$ cat config.mk
export PLATFORM = sky130hd
export DESIGN_NAME = register_file_flat
export DESIGN_NICKNAME = d
export VERILOG_FILES = /design/src/rtl/register_file_if.sv /design/src/rtl/register_file.sv /design/src/flat_wrapper.sv
export SDC_FILE = /design/constraint.sdc
export NUM_CORES = 1
export LEC_CHECK = 0
export ABC_AREA = 0
export ABC_CLOCK_PERIOD_IN_PS = 4500
export CAP_MARGIN = 20
export CORE_MARGIN = 2
export CORE_UTILIZATION = 60
export CTS_CLUSTER_DIAMETER = 50
export DETAILED_ROUTE_END_ITERATION = 16
export PLACE_DENSITY_LB_ADDON = 0.3
export REMOVE_ABC_BUFFERS = 1
export SYNTH_ARGS = -nofsm -noshare
export SYNTH_HDL_FRONTEND = slang
export SYNTH_SLANG_ARGS = --single-unit
export TNS_END_PERCENT = 50
$ cat constraint.sdc
create_clock -name clk -period 4.5 [get_ports clk]
set_input_delay 1.35 -clock clk [delete_from_list [all_inputs] [get_ports clk]]
set_output_delay 1.35 -clock clk [all_outputs]
set_load 0.01 [all_outputs]
$ cat src/rtl/register_file_if.sv
// Writeback/decode bus of the architectural register file.
// The WB stage and decode (plus the PC value from fetch) sit on the master side.
// The register file is the slave side.
interface register_file_if #(
  parameter int DATA_WIDTH = 32
);
  logic                  reg_write_enable;
  logic [3:0]            write_reg_addr;
  logic [DATA_WIDTH-1:0] write_data;
  logic [3:0]            rn_addr;
  logic [3:0]            rm_addr;
  logic [3:0]            rs_addr;
  logic [DATA_WIDTH-1:0] pc_in;
  logic [DATA_WIDTH-1:0] rn_data;
  logic [DATA_WIDTH-1:0] rm_data;
  logic [DATA_WIDTH-1:0] rs_data;
  logic                  pc_write_valid;
  logic [DATA_WIDTH-1:0] pc_write_data;

  modport master (
    output reg_write_enable, write_reg_addr, write_data,
    output rn_addr, rm_addr, rs_addr, pc_in,
    input  rn_data, rm_data, rs_data, pc_write_valid, pc_write_data
  );

  modport slave (
    input  reg_write_enable, write_reg_addr, write_data,
    input  rn_addr, rm_addr, rs_addr, pc_in,
    output rn_data, rm_data, rs_data, pc_write_valid, pc_write_data
  );
endinterface

$ cat src/rtl/register_file.sv
// ARM-style 16-entry register file: R0-R14 are stored, and R15 reads return pc_in.
// A write to R15 becomes a registered one-cycle PC-write request to fetch.
// Optional macro REGFILE_WRITE_BYPASS_EN: the same-cycle WB write to R0-R14
// is forwarded to any read port that addresses the same register.
module register_file #(
  parameter int                    DATA_WIDTH  = 32,
  parameter logic [DATA_WIDTH-1:0] RESET_VALUE = '0
) (
  input  logic                  clk,
  input  logic                  reset,
  register_file_if.slave        io_bus
);

  localparam logic [3:0] PC_IDX = 4'd15;

  logic [DATA_WIDTH-1:0] r_regs [0:14];
  logic                  r_pc_write_valid;
  logic [DATA_WIDTH-1:0] r_pc_write_data;

  logic                  w_wr_gpr;
  logic                  w_wr_pc;
  logic [3:0]            w_rd_addr [0:2];
  logic [DATA_WIDTH-1:0] w_rd_data [0:2];

  // The enable is evaluated first, so an X write address with the enable low
  // resolves to "no write".
  assign w_wr_gpr = io_bus.reg_write_enable && (io_bus.write_reg_addr != PC_IDX);
  assign w_wr_pc  = io_bus.reg_write_enable && (io_bus.write_reg_addr == PC_IDX);

`ifdef REGFILE_WRITE_BYPASS_EN
  logic w_byp_en;
  // Only a live (non-reset) write to R0-R14 can be forwarded.
  // A read address that matches it is therefore never 15.
  assign w_byp_en = w_wr_gpr && !reset;
`endif

  assign w_rd_addr[0] = io_bus.rn_addr;
  assign w_rd_addr[1] = io_bus.rm_addr;
  assign w_rd_addr[2] = io_bus.rs_addr;

  // State update: register writes, PC-write request, synchronous reset
  always_ff @(posedge clk) begin
    // NOTE: clocked state uses non-blocking assignments so that every register
    // samples pre-edge values, independent of statement order.
    if (reset) begin
      // NOTE: this array is reset element by element on purpose. Software expects
      // R0-R14 to hold a known value after reset, so this storage has to be
      // flops and cannot be RAM.
      for (int i = 0; i < 15; i++) r_regs[i] <= RESET_VALUE;
      r_pc_write_valid <= 1'b0;
      r_pc_write_data  <= '0;
    end else begin
      r_pc_write_valid <= w_wr_pc;
      if (w_wr_pc)  r_pc_write_data <= io_bus.write_data;
      if (w_wr_gpr) r_regs[io_bus.write_reg_addr] <= io_bus.write_data;
    end
  end

  // Combinational read ports: R15 comes from pc_in, and the others come from storage (or the bypass)
  always_comb begin
    for (int p = 0; p < 3; p++) begin
      // NOTE: a default assigned first on every path keeps this block free of latches.
      w_rd_data[p] = io_bus.pc_in;
      if (w_rd_addr[p] != PC_IDX) w_rd_data[p] = r_regs[w_rd_addr[p]];
`ifdef REGFILE_WRITE_BYPASS_EN
      if (w_byp_en && (w_rd_addr[p] == io_bus.write_reg_addr)) w_rd_data[p] = io_bus.write_data;
`endif
    end
  end

  assign io_bus.rn_data        = w_rd_data[0];
  assign io_bus.rm_data        = w_rd_data[1];
  assign io_bus.rs_data        = w_rd_data[2];
  assign io_bus.pc_write_valid = r_pc_write_valid;
  assign io_bus.pc_write_data  = r_pc_write_data;

endmodule

$ cat src/flat_wrapper.sv
// flat-port wrapper written by rule: the top's interface ports become plain ports
module register_file_flat 
#(
  parameter int                    DATA_WIDTH  = 32,
  parameter logic [DATA_WIDTH-1:0] RESET_VALUE = '0
)
  (clk, reset, io_bus_reg_write_enable, io_bus_write_reg_addr, io_bus_write_data, io_bus_rn_addr, io_bus_rm_addr, io_bus_rs_addr, io_bus_pc_in, io_bus_rn_data, io_bus_rm_data, io_bus_rs_data, io_bus_pc_write_valid, io_bus_pc_write_data);
  register_file_if #(.DATA_WIDTH(DATA_WIDTH)) io_bus_i ();
  input  logic clk;
  input  logic reset;
  input wire logic [$bits(io_bus_i.reg_write_enable)-1:0] io_bus_reg_write_enable;
  input wire logic [$bits(io_bus_i.write_reg_addr)-1:0] io_bus_write_reg_addr;
  input wire logic [$bits(io_bus_i.write_data)-1:0] io_bus_write_data;
  input wire logic [$bits(io_bus_i.rn_addr)-1:0] io_bus_rn_addr;
  input wire logic [$bits(io_bus_i.rm_addr)-1:0] io_bus_rm_addr;
  input wire logic [$bits(io_bus_i.rs_addr)-1:0] io_bus_rs_addr;
  input wire logic [$bits(io_bus_i.pc_in)-1:0] io_bus_pc_in;
  output wire logic [$bits(io_bus_i.rn_data)-1:0] io_bus_rn_data;
  output wire logic [$bits(io_bus_i.rm_data)-1:0] io_bus_rm_data;
  output wire logic [$bits(io_bus_i.rs_data)-1:0] io_bus_rs_data;
  output wire logic [$bits(io_bus_i.pc_write_valid)-1:0] io_bus_pc_write_valid;
  output wire logic [$bits(io_bus_i.pc_write_data)-1:0] io_bus_pc_write_data;
  assign io_bus_i.reg_write_enable = io_bus_reg_write_enable;
  assign io_bus_i.write_reg_addr = io_bus_write_reg_addr;
  assign io_bus_i.write_data = io_bus_write_data;
  assign io_bus_i.rn_addr = io_bus_rn_addr;
  assign io_bus_i.rm_addr = io_bus_rm_addr;
  assign io_bus_i.rs_addr = io_bus_rs_addr;
  assign io_bus_i.pc_in = io_bus_pc_in;
  assign io_bus_rn_data = io_bus_i.rn_data;
  assign io_bus_rm_data = io_bus_i.rm_data;
  assign io_bus_rs_data = io_bus_i.rs_data;
  assign io_bus_pc_write_valid = io_bus_i.pc_write_valid;
  assign io_bus_pc_write_data = io_bus_i.pc_write_data;
  register_file #(.DATA_WIDTH(DATA_WIDTH), .RESET_VALUE(RESET_VALUE)) u_core (.clk(clk), .reset(reset), .io_bus(io_bus_i));
endmodule
-- Word level (Yosys, flattened, before mapping)
Memory sizes are Yosys's and may differ from the RTL's.
Index checks and enable logic that the tools add are counted.
W data, S select, Z words.
- bits in registers: 33
- bits in writable memories: 480
- bits of input ports: 83
- output and inout port bits: 129
- memories kept: 1
- memory list (memory ; depth ; bits a word ; rd ports ; clocked after memory_dff ; write ports ; line ; RTL):
    u_core.r_regs ; 15 ; 32 ; 3 ; 0 ; 15 ; register_file.sv:16 ; logic [DATA_WIDTH-1:0] r_regs [0:14];
- equality and inequality tests: 5
- multiplexer cells: 11
- reduce and logical (&&, ||, !) cells: 3
- operators with widths (operator ; number):
    $mux W32 ; 4
    $reduce_or A32 Y1 ; 1
    $ne A4 B4 Y1 const B ; 4
    $mux W1 ; 6
    $eq A4 B4 Y1 const B ; 1
    $mux W4 ; 1
    $logic_and A1 B1 Y1 ; 2

-- Depth between registers and ports, before layout
Gate-level depths: netlist of the first run.
- depth after elaboration: 7
- mapped depth: 8
- mapped depth without buffers: 4

-- Least setup slack after synthesis of the first run
No wires, ideal clock.
- path kind: input -> output
- from: input port io_bus_rm_addr[1]
- to: output port io_bus_rm_data[0]
- data arrival time: 2.831 ns
- data required time: 3.150 ns
- path slack: 0.319 ns
- stages on the path: 5
- path buffers: 3
- path through: buf_2 buf_2 buf_1 mux4_2 mux4_2
- cells in the longest elaborated chain, start to end: 2
- ends and longest elaborated chain (element ; line ; RTL):
    start, declared ; flat_wrapper.sv:15 ; input wire logic [$bits(io_bus_i.rm_addr)-1:0] io_bus_rm_addr;
    $mem_v2 Z15 W32 / $ne A4 B4 Y1 (equally long branches) ; n/a ;
    $mux W32 (*) ; register_file.sv:64 ; if (w_rd_addr[p] != PC_IDX) w_rd_data[p] = r_regs[w_rd_addr[p]];
    end, declared ; flat_wrapper.sv:19 ; output wire logic [$bits(io_bus_i.rm_data)-1:0] io_bus_rm_data;
Every way passes the cells marked *; elsewhere a longest branch is shown, timed or not.

-- Worst setup path after layout of the first run
- from: input port io_bus_rm_addr[0]
- to: output port io_bus_rm_data[23]
The elaborated chain is that of the path after synthesis.

==> results.py, run 1 <==
metrics = {
    "clock_tree": {
        "ctsHoldBuffers": 0,
        "clockBufferDepth": 3,
        "numCtsBuffers": 67,
        "clk_pin_slew_ns": 0.06,
        "cts_max_level": 3,
        "cts_tree": "built",
        "clockRootBuffer": "clkbuf_16",
        "numClockSinks": 544,
        "clk_latency_ns": 0.61,
    },
    "die": {
        "boundaryPins": 212,
        "core_mm2": 0.0526,
        "initial_core_util": 0.608,
        "fp-row-count": 84,
        "die-area_mm2": 0.0551,
        "die_h_um": 235,
        "die_w_um": 235,
    },
    "placement": {
        "dpl_worst_slack_ns": -0.411,
        "gp_congestion": 0.916,
        "post-dp-hpwl_mm": 63.4,
        "postPlaceCellArea_mm2": 0.0362,
        "io_buffer_count": 211,
    },
    "grt": {
        "grt_pass1_vias": 23796,
        "grt_max_degree": 48,
        "antenna_found_initial": 3,
        "grt_use_total": 0.400,
        "grt_overflow": 0,
        "grt_pass1_wl_mm": 159,
    },
    "synth": {
        "synth-edff-count": 511,
        "synth.distinct_cells": 40,
        "ys.flop_type": "edfxtp_1",
        "syn_inst": 2048,
        "yosys-top-cells-area": "edfxtp_1 (48%), mux4_2 (31%), and2_1 (9.9%), dfxtp_1 (2.1%), clkbuf_1 (1.6%)",
        "synth_area_leader_cell": "edfxtp_1",
        "synth.yosys.seq_area_share": 0.501,
        "synth-async-reset-ratio": 0,
        "synth_top_area_frac": 0.480,
        "yosys_register_bits": 544,
        "yosysWarnings": 0,
        "syn_area_per_cell_um2": 15.6,
        "synthesis.area_mm2": 0.0319,
    },
    "worst_hold_path": {
        "hold_end": "u_core.io_bus.pc_write_data[21]",
        "hold_depth": 2,
        "hp-class": "reg2reg",
        "hp-start": "u_core.io_bus.pc_write_data[21]",
    },
    "drt": {
        "dr.pass1.iters": 5,
        "ant_nets": 0,
        "routed_wl_mm": 110,
        "drt_iter0_markers": 3825,
        "wire_per_inst_um": 35.3,
        "vias": 23277,
        "via_per_inst": 7.47,
        "drc": 0,
    },
    "pwr": {
        "p_seq_frac": 0.437,
        "vdd_drop_max_v": 0.000342,
        "leakagePower_uw": 0.0139,
        "p_int_uw": 10300,
        "p_switching_uw": 3580,
        "power_density_mw_per_mm2": 354,
        "clkPwrFrac": 0.397,
        "switching_share": 0.258,
        "pwr-share-comb": 0.167,
    },
    "timing": {
        "worst_pin_slew_ns": 0.785,
        "maxSlewViolCount": 0,
        "max_freq_mhz": 223,
        "period_share": 0.999,
        "skew_ns": 0,
        "hold_viol": 0,
        "setup_viol": 0,
        "setup_slack_ns": 0.00569,
        "relSlewSlack": 0.477,
        "final.min_clock_period_ns": 4.49,
    },
    "final_layout": {
        "area_growth_pct": 23.0,
        "drive_gt1_frac": 0.364,
        "fin_nets": 2456,
        "fin_area_mm2": 0.0393,
        "final.fill_count": 3016,
    },
    "critical_path": {
        "rr_endpoint": "u_core.io_bus.pc_write_data[12]",
        "r2r-start": "u_core.io_bus.pc_write_data[12]",
        "r2r_setup_slack_ns": 3.80,
        "arrival_ns": 3.14,
        "setup.worst_path.class": "in2out",
        "path_max_fanout": 5,
        "r2r_cells": 2,
        "cp.required_ns": 3.15,
        "cp-end-kind": "output pin",
        "critPathLaunchType": "input port",
    },
    "job": {
        "maxCapViolations": 0,
    },
    "status": {
        "status": "completed",
    },
}
==> how the worst max path moves through the flow <==
stage                      startpoint                  to  depth (start not counted)
floorplan           io_bus_rs_addr[3]  io_bus_rs_data[29]                          3
global placement    io_bus_rs_addr[0]  io_bus_rs_data[14]                          9
detailed placement  io_bus_rs_addr[0]  io_bus_rs_data[28]                          7
CTS                 io_bus_rn_addr[0]  io_bus_rn_data[14]                          5
global route        io_bus_rs_addr[0]   io_bus_rs_data[8]                          9
finish              io_bus_rm_addr[0]  io_bus_rm_data[23]                          6
==> layout make-up <==
cell class | instances | area, µm² | area share
Antenna cell | 3 | 7.51 | 0.000191
Clock buffer | 86 | 1910 | 0.0485
Timing Repair Buffer | 443 | 4860 | 0.124
Sequential cell | 544 | 16000 | 0.408
Multi-Input combinational cell | 1315 | 15300 | 0.389
Clock inverter | 36 | 330 | 0.00841
Tap cell | 688 | 861 | 0.0219
Inverter | 2 | 7.51 | 0.000191
==> what timing repair did <==
item                                    4_1_cts  5_1_grt
setup buffers                                18       12
gates resized for setup                     191       52
pin swaps                                     4        1
gates cloned                                 10        2
endpoints found under the setup margin       96       46
endpoints found under the hold margin         0        0
==> metrics by stage <==
stage               hold WS (ns)   util  TNS [ns]  std cells  power (µW)
floorplan                  0.474      -     -6.54       1861        7110
global placement           0.441  0.690    -26.18       2951        8310
detailed placement         0.447  0.690    -27.73       2951        8370
CTS                        0.455  0.744     -2.93       3101       13800
global route               0.469  0.747   -0.0257       3114       14200
finish                     0.454  0.747         0       3117       13900
==> flip-flops by register name (all words and copies together) (netlist names) <==
name,count
u_core.io_bus.pc_write_data,32
u_core.io_bus.pc_write_valid,1
u_core.r_regs,511
==> Yosys cell counts (3+ instances only) <==
cell,number
nand2b_1,6
nor3_1,3
o22ai_1,9
or2_2,15
dfxtp_1,33
a211oi_1,30
and2_1,506
a311oi_1,26
a21oi_1,36
buf_2,26
mux4_1,3
buf_6,10
a31oi_1,5
o211ai_1,3
buf_1,13
mux2i_1,5
nand2_1,129
mux4_2,435
mux2_2,9
buf_4,28
edfxtp_1,511
clkbuf_1,139
nand3b_1,3
nor2_1,39
nor2b_1,8
==> placed cells by master (no fill, tap or decap), types with 34 or more instances in the layout <==
master	n
clkdlybuf4s50_1	91
buf_4	147
dlygate4sd2_1	59
mux4_2	435
and2_1	506
buf_12	55
nand2_1	129
edfxtp_1	511
clkbuf_16	78
a21oi_1	34
==> critical path, cell delays in order <==
cell,delay (ns)
clkbuf_8,0.17
bufbuf_16,0.28
buf_4,0.14
mux4_2,0.53
mux4_2,0.50
buf_2,0.17
==> power by group through the flow <==
stage | combinational, µW | clock (µW) | sequential, µW
2_1_floorplan | 1070 | 0 | 6040
3_3_place_gp | 2200 | 0 | 6100
3_5_place_dp | 2240 | 0 | 6130
4_1_cts | 2270 | 5500 | 6040
5_1_grt | 2390 | 5700 | 6080
6_report | 2320 | 5510 | 6060
==> cell families after synthesis <==
family	Yosys count	synth area share
buffers and inverters	219	0.0324
other	1	0.000117
and+or+nand+nor	717	0.127
AOI/OAI and AO/OA	115	0.0249
DFF	544	0.501
muxes	452	0.314
==> routing by layer <==
metal,global-route usage,part of all wire,vias to the layer above
li1,-,-,8744
met1,0.493,0.31,11675
met2,0.610,0.46,2320
met3,0.126,0.15,536
met4,0.272,0.073,2
met5,0,0.00012,-
No activity file was read; power rests on OpenSTA's default activity.
==> run 2: changes to the inputs <==
--- a/config.mk
+++ b/config.mk
@@ -7,7 +7,6 @@
 export LEC_CHECK = 0
 export ABC_AREA = 0
 export ABC_CLOCK_PERIOD_IN_PS = 4500
-export CAP_MARGIN = 20
 export CORE_MARGIN = 2
 export CORE_UTILIZATION = 60
 export CTS_CLUSTER_DIAMETER = 50
==> results of run 2 <==
Same layout as run 1: the final DEF is identical, and so are final timing and power.
==> variant (config.mk and constraints of run 1) <==
The option `REGFILE_WRITE_BYPASS_EN` is turned on by a define.
--- a/src/rtl/register_file.sv
+++ b/src/rtl/register_file.sv
@@ -2,6 +2,8 @@
 // A write to R15 becomes a registered one-cycle PC-write request to fetch.
 // Optional macro REGFILE_WRITE_BYPASS_EN: the same-cycle WB write to R0-R14
 // is forwarded to any read port that addresses the same register.
+`define REGFILE_WRITE_BYPASS_EN
+
 module register_file #(
   parameter int                    DATA_WIDTH  = 32,
   parameter logic [DATA_WIDTH-1:0] RESET_VALUE = '0
Function: changed (Yosys sat finds a counterexample within 4 cycles, from zero or initial values and one cycle with reset high).
==> variant against run 1 <==
The run now ends with setup timing left. Worst hold slack gained 0.00054 ns. Utilization rose by 4.3 points. Sequential cell count decreased by 31. First-iteration DRC count increased by 51%. Design area rose by 8.1%. Count of clock-buffer cells in the layout fell by 6. Synthesized cell count is 20% higher. Critical endpoint is now io_bus_rs_data[31]. Sequential power is 5.6% lower. Highest routed layer unchanged. Total power increased by 1.4%. Routed wire length is 26% higher. Clock skew stayed put. Cell count rose by 17%. Area after synthesis rose by 1.7%. Worst setup slack worse by 0.12 ns.
==> variant: results (changes against run 1) <==
The flow ran to the end, but the final reports show violations. The final reports fail on setup timing. The pin count of the biggest net entering global routing is 49 (+2.1%). The total routed wirelength came out at 138000 µm (+26%). The peak fanout along the critical path came out at 7 (+2). The later-pin clock latency in the skew report is 0.59 ns (-0.02 ns). The number of global-route vias before repair is 28300 (+19%). The static leakage is 15.5 nW (+11%). The number of CTS-inserted buffers came to 66 (-1.5%). The half-perimeter wire length of the detailed placement result came out at 79900 µm (+26%). The cell total after placement is 3448 (+17%). The maximum ir drop on the vdd rail is 0.000263 V (-23%).

The global router's overall resource usage came out at 0.483 (+0.0826). The number of flip-flops under the largest register name came out at 480 (-6.1%). The smallest setup slack after layout came out at -0.118 ns (-0.123 ns). The number of iterations in the first detailed-routing pass came to 8 (+3). The arrival time of the worst setup path is 3.27 ns (+0.13 ns).

The worst slack at placement is -0.660 ns (-0.249 ns). The number of enable flip-flop cells after synthesis came out at 480 (-6.1%). In this design, the largest share of critical-path delay is due to buffers and inverters. The setup-violating endpoint count in the final report came out at 26 (+26). The transition time at the pin with the least slew margin came out at 0.856 ns (+0.0711 ns). The count of vias placed by the detailed router came out at 28800 (+24%).

The placer's final routability congestion estimate is 0.975 (+6.4%). The initial antenna violation count came out at 6 (+3). Sorting the synthesized cells by area gives the leading types as edfxtp_1, mux4_2, and2_1, mux2_2, dfxtp_1. The global-route wire length before repair came to 192000 µm (+21%). Counting instances in the post-synthesis netlist gives the leading cell types as and2_1, edfxtp_1, mux4_2. The layout cell share with drive strength beyond 1 is 0.427 (+0.0632).

The final total negative setup slack is -1.10 ns (-1.10 ns). The register area share after synthesis is 0.464 (-0.0371). The peak per-stage delay on the critical path is 0.32 ns (-0.21 ns).
## variant: changes by cell type after synthesis, moves of 31 or more
| cell | change |
|---|---|
| mux4_2 | -115 |
| mux2_2 | +89 |
| a22oi_1 | +64 |
| o221ai_1 | +64 |
| nand2b_1 | +63 |
| o41ai_1 | +62 |
| and3_1 | +61 |
| nand3_1 | +61 |
| and2_1 | +40 |
| nor2_1 | +37 |
| clkbuf_1 | +34 |
| a211oi_1 | +32 |
| nand2_1 | -32 |
| edfxtp_1 | -31 |
## variant: timing repair
item | 4_1_cts | 5_1_grt
setup buffers | 45 | 25
pin swaps | 20 | 49
setup endpoints to repair | 96 | 83
gates cloned | 13 | 7
gates resized for setup | 436 | 221
## variant: path summary, 6_finish.rpt
path | endpoint | start | slack, ns | cells past startpoint
worst max-delay path | io_bus_rs_data[31] | io_bus_rs_addr[0] | -0.12 | 11
worst min-delay path | u_core.io_bus.pc_write_data[9] | u_core.io_bus.pc_write_data[9] | 0.45 | 2
worst max register to register | u_core.io_bus.pc_write_data[22] | u_core.io_bus.pc_write_data[22] | 3.79 | 2
worst min register to register | u_core.io_bus.pc_write_data[9] | u_core.io_bus.pc_write_data[9] | 0.45 | 2
## variant: worst register-to-register path, cell delays in order, from the launching register on
cell and delay [ns]:
dfxtp_1 0.36, nand2_1 0.06, a21oi_1 0.20
## variant: cell type report
type / count / area (µm²)
Sequential cell: 513 / 15100
Multi-Input combinational cell: 1666 / 17300
Inverter: 2 / 7.51
Timing Repair Buffer: 658 / 7000
Clock buffer: 80 / 1800
Fill cell: 2779 / 11200
Antenna cell: 8 / 20.0
Clock inverter: 38 / 444
Tap cell: 696 / 871
## variant: cells by family after synthesis
logic type             count (synthesis)  synth area share
flip-flops                           513             0.464
AO/OA/AOI/OAI                        289            0.0693
XOR/XNOR                              12           0.00324
multiplexers                         418             0.256
buffers and inverters                276            0.0406
AND/OR/NAND/NOR                      947             0.167
## variant: power by group
group / switching [W] / internal (W)
clock: 0.00222 / 0.00329
combinational: 0.00145 / 0.00141
sequential: 0.000237 / 0.00549
total: 0.00390 / 0.0102
## variant: metrics by stage
step | cell area, µm² | power, W
6_report | 42500 | 0.0141
5_1_grt | 42500 | 0.0143
4_1_cts | 41600 | 0.0137
3_5_place_dp | 37800 | 0.00827
3_3_place_gp | 37800 | 0.00820
2_1_floorplan | 31200 | 0.00681
## variant: per-layer routing
layer  track usage  share of wire
met5        0.0182         0.0012
met2         0.701           0.42
met4         0.309          0.086
met1         0.584           0.30
met3         0.220           0.19
